## src/rtl/serial_rx_block.sv

```systemverilog
// Serial line receiver: synchronise, find start bit, sample mid-bit, deserialise, hold word.
// Latency: data_ready rises 97 clocks after the start edge (8 bits, 10 clk/bit); one-word buffer, overrun flagged.
module serial_rx_block #(
  parameter int DATA_BITS    = 8,
  parameter int CLKS_PER_BIT = 10,
  parameter bit SHIFT_MSB    = 1'b1
) (
  input  logic                 clk,
  input  logic                 n_rst,
  input  logic                 serial_in,
  input  logic                 data_read,
  output logic [DATA_BITS-1:0] rx_data,
  output logic                 data_ready,
  output logic                 overrun_error,
  output logic                 framing_error
);

  localparam int TW = $clog2(CLKS_PER_BIT);
  localparam int CW = $clog2(DATA_BITS);
  localparam logic [TW-1:0] T_HALF = TW'(CLKS_PER_BIT / 2);
  localparam logic [TW-1:0] T_LAST = TW'(CLKS_PER_BIT - 1);
  localparam logic [CW-1:0] B_LAST = CW'(DATA_BITS - 1);

  typedef enum logic [2:0] {IDLE, START, DATA, STOP, LOAD} state_t;

  state_t               state;
  logic                 sync1, sync2, prev;
  logic [TW-1:0]        timer;
  logic [CW-1:0]        bit_cnt;
  logic [DATA_BITS-1:0] shift_reg;
  logic                 start_edge;
  logic                 strobe;

  assign start_edge = !sync2 && prev;
  assign strobe     = (timer == T_HALF);

  always_ff @(posedge clk or negedge n_rst) begin
    if (!n_rst) begin
      sync1 <= 1'b1;
      sync2 <= 1'b1;
      prev  <= 1'b1;
    end else begin
      sync1 <= serial_in;
      sync2 <= sync1;
      prev  <= sync2;
    end
  end

  always_ff @(posedge clk or negedge n_rst) begin
    if (!n_rst) begin
      state         <= IDLE;
      timer         <= '0;
      bit_cnt       <= '0;
      shift_reg     <= '0;
      rx_data       <= '1;
      data_ready    <= 1'b0;
      overrun_error <= 1'b0;
      framing_error <= 1'b0;
    end else begin
      timer <= (timer == T_LAST) ? '0 : timer + TW'(1);
      if (data_read) begin
        data_ready    <= 1'b0;
        overrun_error <= 1'b0;
      end
      case (state)
        IDLE: begin
          // timer reads 0 during the edge cycle, so strobes land at E+CLKS_PER_BIT/2
          timer <= start_edge ? TW'(1) : '0;
          if (start_edge) state <= START;
        end
        START: if (strobe) begin
          if (!sync2) begin
            state         <= DATA;
            bit_cnt       <= '0;
            framing_error <= 1'b0;
          end else begin
            state <= IDLE;
          end
        end
        DATA: if (strobe) begin
          if (SHIFT_MSB) shift_reg <= {shift_reg[DATA_BITS-2:0], sync2};
          else           shift_reg <= {sync2, shift_reg[DATA_BITS-1:1]};
          if (bit_cnt == B_LAST) state <= STOP;
          else                   bit_cnt <= bit_cnt + CW'(1);
        end
        STOP: if (strobe) begin
          // leaving mid stop bit leaves half a bit to catch a back-to-back start edge
          if (sync2) begin
            state <= LOAD;
          end else begin
            framing_error <= 1'b1;
            state         <= IDLE;
          end
        end
        LOAD: begin
          rx_data    <= shift_reg;
          data_ready <= 1'b1;
          if (data_ready && !data_read) overrun_error <= 1'b1;
          state <= IDLE;
        end
        default: state <= IDLE;
      endcase
    end
  end

endmodule
```

## config.mk

```make
export PLATFORM = sky130hd
export DESIGN_NAME = serial_rx_block
export DESIGN_NICKNAME = d
export VERILOG_FILES = /design/src/rtl/serial_rx_block.sv
export SDC_FILE = /design/constraint.sdc
export NUM_CORES = 1
export LEC_CHECK = 0
export CORE_MARGIN = 5
export CORE_UTILIZATION = 40
export CTS_BUF_LIST = sky130_fd_sc_hd__clkbuf_16
export DETAILED_ROUTE_END_ITERATION = 8
export SLEW_MARGIN = 30
export SYNTH_ARGS = -nofsm -noshare
export SYNTH_HDL_FRONTEND = slang
export SYNTH_SLANG_ARGS = --single-unit
```

## constraint.sdc

```tcl
create_clock -name clk -period 1.9 [get_ports clk]
set_clock_uncertainty 0.2 [all_clocks]
set_input_delay 0.285 -clock clk [delete_from_list [all_inputs] [get_ports clk]]
set_output_delay 0.285 -clock clk [all_outputs]
set_load 0.02 [all_outputs]
```

==> results of run 1 <==
-- logic make-up (layout without fill, tap and decap cells) --
group,Yosys count,count (layout),share of synthesized area [%]
AO/OA/AOI/OAI,19,19,9.359
XOR/XNOR,1,1,0.6240
adder cells (fa/ha/maj),2,2,1.782
buffers and inverters,11,39,3.564
flip-flops,32,32,58.02
multiplexers,17,17,15.78
AND/OR/NAND/NOR,25,25,10.87
-- worst max path at each step --
| stage | cells past startpoint | from | endpoint | slack [ps] |
|---|---|---|---|---|
| floorplan | 4 | timer[1] | shift_reg[0] | 60 |
| global placement | 4 | timer[3] | shift_reg[4] | 90 |
| detailed placement | 4 | timer[3] | shift_reg[4] | 60 |
| CTS | 1 | rx_data[0] | rx_data[0] | 20 |
| global route | 1 | rx_data[4] | rx_data[4] | -6 |
| finish | 1 | rx_data[4] | rx_data[4] | 30 |
-- power by group through the flow --
stage | registers [mW] | clock network, mW | logic [mW]
final | 0.847 | 0.715 | 0.582
after global placement | 0.857 | 0 | 0.563
after detailed placement | 0.858 | 0 | 0.585
after floorplan | 0.889 | 0 | 0.326
after global routing | 0.860 | 0.763 | 0.653
after CTS | 0.849 | 0.730 | 0.588
-- synthesized netlist by cell type, drive strengths merged --
| cell | count |
|---|---|
| buf | 2 |
| or4 | 1 |
| nor3 | 3 |
| mux2 | 17 |
| xor2 | 1 |
| a21oi | 4 |
| a211oi | 2 |
| clkbuf | 3 |
| o22ai | 1 |
| nor4 | 1 |
| o211ai | 2 |
| dfstp | 11 |
| a21o | 2 |
| inv | 6 |
| nand2b | 2 |
| o221ai | 2 |
| nor3b | 2 |
| nand3b | 3 |
| nor2 | 3 |
| ha | 2 |
| a31oi | 1 |
| a311oi | 1 |
| nand4bb | 1 |
| o21a | 1 |
| nand2 | 6 |
| and4bb | 1 |
| a21bo | 1 |
| dfrtp | 21 |
| o21ai | 2 |
| nand3 | 1 |
| nor2b | 1 |
-- through the flow --
step                total power [mW]  hold slack (ps)
floorplan                      1.215           -210.6
global placement               1.421            149.0
detailed placement             1.443            148.5
CTS                            2.167            155.6
global route                   2.277            156.4
finish                         2.145            155.0
-- layer usage --
metal  global-route usage (%)  up-vias  wire length [um]
li1                         -      443                 -
met1                    12.28      468              1052
met2                    16.95       20              1202
met3                    4.493        2                97
met4                    3.037        0                22
met5                        0        -                 0
-- area by class of cell --
| type | instances | area, um^2 |
|---|---|---|
| fillers | 313 | 1559 |
| flip-flops and latches | 32 | 814.5 |
| multi-input cells | 64 | 539.3 |
| repair buffers | 26 | 237.7 |
| clock buffers | 5 | 125.1 |
| well taps | 46 | 57.56 |
| inverters | 6 | 22.52 |
| clock inverters | 2 | 7.507 |
==> metrics.md, run 1 <==
| Metric | Value |
|---|---|
| Area after DPL | 1664 um^2 |
| R2r startpoint | timer[3] |
| Number of I/O pins | 15 |
| P_sw | 0.5953 mW |
| Power density over the cells | 1189 nW/um^2 |
| Largest net degree at the start of global routing | 33 |
| Rows | 21 |
| Post-route ant nets | 0 |
| Reg2reg setup slack | 60 ps |
| Routed WL | 2.375 mm |
| Clk pwr share | 33.3% |
| Fin crit share | 98.43% |
| Worst Tran Pin Value | 527.8 ps |
| Final min period | 1870 ps |
| H-Tree Depth | 2 |
| Die height | 69.24 um |
| Worst reg2reg path depth | 4 |
| Type of origin of the critical path | register |
| CP peak stage delay | 590 ps |
| Root Driver | clkbuf_16 |
| Hold Startpoint | sync1 |
| Yosys reg bits | 32 |
| Maxcap violations | 0 |
| CTS Buf Count | 5 |
| Non-Filler Instances | 181 |
| Sequence of cells on the critical path | clkdlybuf4s50_1 |
| Slowest cell on the critical path | clkdlybuf4s50_1 |
| Antenna violations before repair | 0 |
| Initial DRC count | 33 |
| I/O Buffers | 14 |
| Synth Area per Inst | 13.12 um^2 |
| Synthesis-to-layout area growth | 28.52% |
| GRT Resource Usage Total | 10.34% |
| Worst Path Required | 1410 ps |
| Util after Layout | 53.65% |
| Crit Path Class | reg -> out |
| P_leak | 0.8686 nW |
| Antenna diodes | 0 |
| Clk Latency, worst-skew pair | 270 ps |
| Number of global-route vias before repair | 906 |
| Final Hold Fails | 0 |
| Fin nets | 141 |
| CTS clock-pin slew for the worst setup and hold paths | 50 ps |
| Core ar. | 3363 um^2 |
| Int Pwr | 1.549 mW |
| Sequential fraction of the synthesis area | 58.02% |
| Synth cell types | 33 |
| Synthesized instance count | 107 |
| Initial Util | 41.74% |
| Top Family by Delay on Critical Path | buffers and inverters |
| Clock sinks | 32 |
| Mean number of vias per cell | 5.155 |
| Critical R2R Capture | shift_reg[6] |
| Post_cts resized | 0 |
| Status | finished, final reports clean |
| Clk buf depth | 2 |
| Peak Freq | 534.7 MHz |
| Die area | 4794 um^2 |
| Switching share of power | 27.76% |
| DP Worst Slack | 61.52 ps |
| Die width | 69.24 um |
| DP HPWL | 1.659 mm |
| Worst setup margin | 29.86 ps |
| Hold Buf Count CTS | 0 |
| Design Area, Final | 1804 um^2 |
| First-pass GRT wire length | 4.022 mm |
| Max-slew violation count | 0 |
| Drt first pass iters | 4 |
| Routed len/inst | 13.12 um |
| Synth area leaders | dfrtp_1, dfstp_2, mux2_4, mux2_2, ha_1 |
| Syn nets | 113 |
| Commonest non-fill, non-tap cell in the layout | dfrtp_1 |
| Synth warnings | 0 |
| Setup Viol. Count Final | 0 |
| CP Buf/Inv Count | 1 |
| Final GP Congestion | 0.7354 |
| DP Cell Count | 174 |
| CP Max Fanout | 2 |
| Slew HR | 64.54% |
| Post-synthesis cell area | 1404 um^2 |
| Congestion Overflow GR | 0 |
| Total number of vias | 933 |
| Postcts setup bufs | 0 |
| Crit path DAT | 1390 ps |
| Hold Path End | sync2 |
| Most frequent cells in the layout | dfrtp_1, buf_4, clkdlybuf4s50_1, dfstp_2, mux2_2 |
| Peak VDD IR | 0.8036 mV |
| CTS tree | built |
| Sequential share of power | 39.5% |
| Gate power share | 27.2% |
| HP Class | reg -> reg |
| CP endpoint kind | output pin |
| Dominant cell type by area after synthesis | dfrtp_1 |
| Setup_tns | 0 ps |
| Hold Path Depth | 0 |
| Top cell type's share of synthesized area | 37.43% |
| Share of layout cells above drive strength 1 | 35.56% |
| DRC Markers | 0 |
No activity file was read; power rests on OpenSTA's default activity.
==> run 2: changes to the inputs <==
--- a/config.mk
+++ b/config.mk
@@ -8,6 +8,7 @@
 export CORE_MARGIN = 5
 export CORE_UTILIZATION = 40
 export CTS_BUF_LIST = sky130_fd_sc_hd__clkbuf_16
+export CTS_CLUSTER_SIZE = 10
 export DETAILED_ROUTE_END_ITERATION = 8
 export SLEW_MARGIN = 30
 export SYNTH_ARGS = -nofsm -noshare
==> results of run 2 <==
The final DEF is identical to that of run 1; final timing and power are the same.
==> run 3: changes to the inputs <==
--- a/config.mk
+++ b/config.mk
@@ -10,7 +10,7 @@
 export CTS_BUF_LIST = sky130_fd_sc_hd__clkbuf_16
 export CTS_CLUSTER_SIZE = 10
 export DETAILED_ROUTE_END_ITERATION = 8
-export SLEW_MARGIN = 30
+export SLEW_MARGIN = 20
 export SYNTH_ARGS = -nofsm -noshare
 export SYNTH_HDL_FRONTEND = slang
 export SYNTH_SLANG_ARGS = --single-unit
==> constraint.sdc (replaced) <==
create_clock -name clk -period 2 [get_ports clk]
set_clock_uncertainty 0.2 [all_clocks]
set_input_delay 0.3 -clock clk [delete_from_list [all_inputs] [get_ports clk]]
set_output_delay 0.3 -clock clk [all_outputs]
set_load 0.02 [all_outputs]
==> run 3 against run 2 <==
Compared with the run above:
- die area unchanged
- critical path depth did not move
- combinational power shrank 22%
- largest power group unchanged
- hold slack got worse by 0.94 ps
- clock power grew 17%
- first-iteration DRC count decreased by 33%
- sequential power barely moved
==> metrics.md, run 3 (same netlist as run 1, synthesis figures left out) <==
| Metric | Value |
|---|---|
| HP Class | reg -> reg (unchanged) |
| CP Max Fanout | 2 (unchanged) |
| Worst reg2reg path depth | 4 (unchanged) |
| Final GP Congestion | 0.7647 (was 0.7354) |
| P_leak | 0.8018 nW (was 0.8686 nW) |
| Top Family by Delay on Critical Path | buffers and inverters (unchanged) |
| Slew HR | 66.87% (was 64.54%) |
| I/O Buffers | 14 (unchanged) |
| Fin crit share | 94.80% |
| Synthesis-to-layout area growth | 27.45% (was 28.52%) |
| DP Cell Count | 169 (was 174) |
| Share of layout cells above drive strength 1 | 33.59% (was 35.56%) |
| Setup_tns | 0 ps (unchanged) |
| H-Tree Depth | 2 (unchanged) |
| GRT Resource Usage Total | 11.29% (was 10.34%) |
| Worst setup margin | 104.1 ps (was 29.86 ps) |
| Routed WL | 2.429 mm (was 2.375 mm) |
| Die area | 4794 um^2 (unchanged) |
| Clk Latency, worst-skew pair | 270 ps (about the same) |
| Antenna violations before repair | 0 (unchanged) |
| Crit. path cell count | 1 (unchanged) |
| Total number of vias | 904 (was 933) |
| Reg2reg setup slack | 110 ps (was 60 ps) |
| Root Driver | clkbuf_16 (unchanged) |
| DP Worst Slack | 115.9 ps (was 61.52 ps) |
| Worst Tran Pin Value | 493.1 ps (was 527.8 ps) |
| Drt first pass iters | 4 (unchanged) |
| Sequence of cells on the critical path | clkdlybuf4s50_1 (unchanged) |
| Setup Viol. Count Final | 0 (unchanged) |
| Crit Path Class | reg -> out (unchanged) |
| Power density over the cells | 1192 nW/um^2 (was 1189 nW/um^2) |
| Status | finished, final reports clean (unchanged) |
| CP endpoint kind | output pin (unchanged) |
| Initial DRC count | 22 (was 33) |
| Design Power | 2.132 mW (was 2.145 mW) |
| Maxcap violations | 0 (unchanged) |
| Worst Path Required | 1500 ps (was 1410 ps) |
| R2r startpoint | timer[1] (was timer[3]) |
| Critical Path Start | rx_data[1] (was rx_data[4]) |
| Slowest cell on the critical path | clkdlybuf4s50_1 (unchanged) |
| CTS Buf Count | 5 (unchanged) |
| Most frequent cells in the layout | dfrtp_1, clkdlybuf4s50_1, dfstp_2 (was dfrtp_1, buf_4, clkdlybuf4s50_1, dfstp_2, mux2_2) |
| First-pass GRT wire length | 4.353 mm (was 4.022 mm) |
| Max-slew violation count | 0 (unchanged) |
| Rows | 21 (unchanged) |
| RSZ-0062 raised after global routing | false |
| Post-route ant nets | 0 (unchanged) |
| Mean number of vias per cell | 5.107 (was 5.155) |
| Final Hold Fails | 0 (unchanged) |
| CTS clock-pin slew for the worst setup and hold paths | 50 ps (about the same) |
| Core ar. | 3363 um^2 (unchanged) |
| Non-Filler Instances | 177 (was 181) |
| Number of global-route vias before repair | 950 (was 906) |
| Hold Path Depth | 0 (unchanged) |
| Clock sinks | 32 (unchanged) |
| DRC Markers | 0 (unchanged) |
| Type of origin of the critical path | register (unchanged) |
| Antenna diodes | 0 (unchanged) |
| Commonest non-fill, non-tap cell in the layout | dfrtp_1 (unchanged) |
| Fin nets | 136 (was 141) |
| Routed len/inst | 13.72 um (was 13.12 um) |
| Largest net degree at the start of global routing | 33 (unchanged) |
| Peak VDD IR | 0.8630 mV (was 0.8036 mV) |
| Crit path DAT | 1400 ps (was 1390 ps) |
| CP peak stage delay | 590 ps (about the same) |
| Postcts setup bufs | 0 (unchanged) |
| CTS tree | built (unchanged) |
| DP HPWL | 1.667 mm (was 1.659 mm) |
| Post_cts resized | 0 (unchanged) |
| CP Buf/Inv Count | 1 (unchanged) |
| Final min period | 1896 ps |
| Peak Freq | 527.5 MHz |
| Number of I/O pins | 15 (unchanged) |
| Hold Buf Count CTS | 0 (unchanged) |
| Congestion Overflow GR | 0 (unchanged) |
| Critical R2R Capture | shift_reg[6] (unchanged) |
| Initial Util | 41.74% (unchanged) |
| Die height | 69.24 um (unchanged) |
| Clk buf depth | 2 (unchanged) |
| Die width | 69.24 um (unchanged) |
| Worst Setup EP | rx_data[1] (was rx_data[4]) |
## run 3: how the worst min path moves through the flow
stage / from / endpoint / slack, ps
after global routing: sync1 / sync2 / 160
final: sync1 / sync2 / 150
after detailed placement: sync1 / sync2 / 150
after global placement: sync1 / sync2 / 150
after floorplan: n_rst / bit_cnt[0] / -200
after CTS: sync1 / sync2 / 160
## run 3: layer usage
metal,part of all wire [%],vias up,GRT usage [%]
li1,-,429,-
met1,43,447,13.12
met2,50,24,18.01
met3,5.4,4,4.783
met4,0.95,0,5.206
met5,0,-,0
## run 3: cell type report
type / count / area (um^2)
fill: 312 / 1574
sequential: 32 / 814.5
multi-input combinational: 64 / 539.3
timing repair buffer: 21 / 192.7
clock buffer: 5 / 125.1
tap: 46 / 57.56
clock inverter: 3 / 37.54
inverter: 6 / 22.52
## run 3: power by group
| part | switching (mW) | leakage [nW] | internal (mW) |
|---|---|---|---|
| clock | 0.257 | 0.0789 | 0.577 |
| combinational | 0.231 | 0.330 | 0.222 |
| sequential | 0.0961 | 0.392 | 0.749 |
## run 3: through the flow
stage / area (um^2) / hold slack [ps] / utilization, %
finish: 1789 / 154.1 / 53.20
floorplan: 1404 / -195.6 / -
CTS: 1789 / 155.6 / 53.20
global route: 1789 / 162.3 / 53.20
detailed placement: 1627 / 148.2 / 48.36
global placement: 1627 / 146.4 / 48.36
## run 3: worst reg2reg max path: stages, from the launching register on
cell	delay, ps
dfrtp_1	430
nand4bb_2	250
or4_1	400
buf_4	200
mux2_4	300
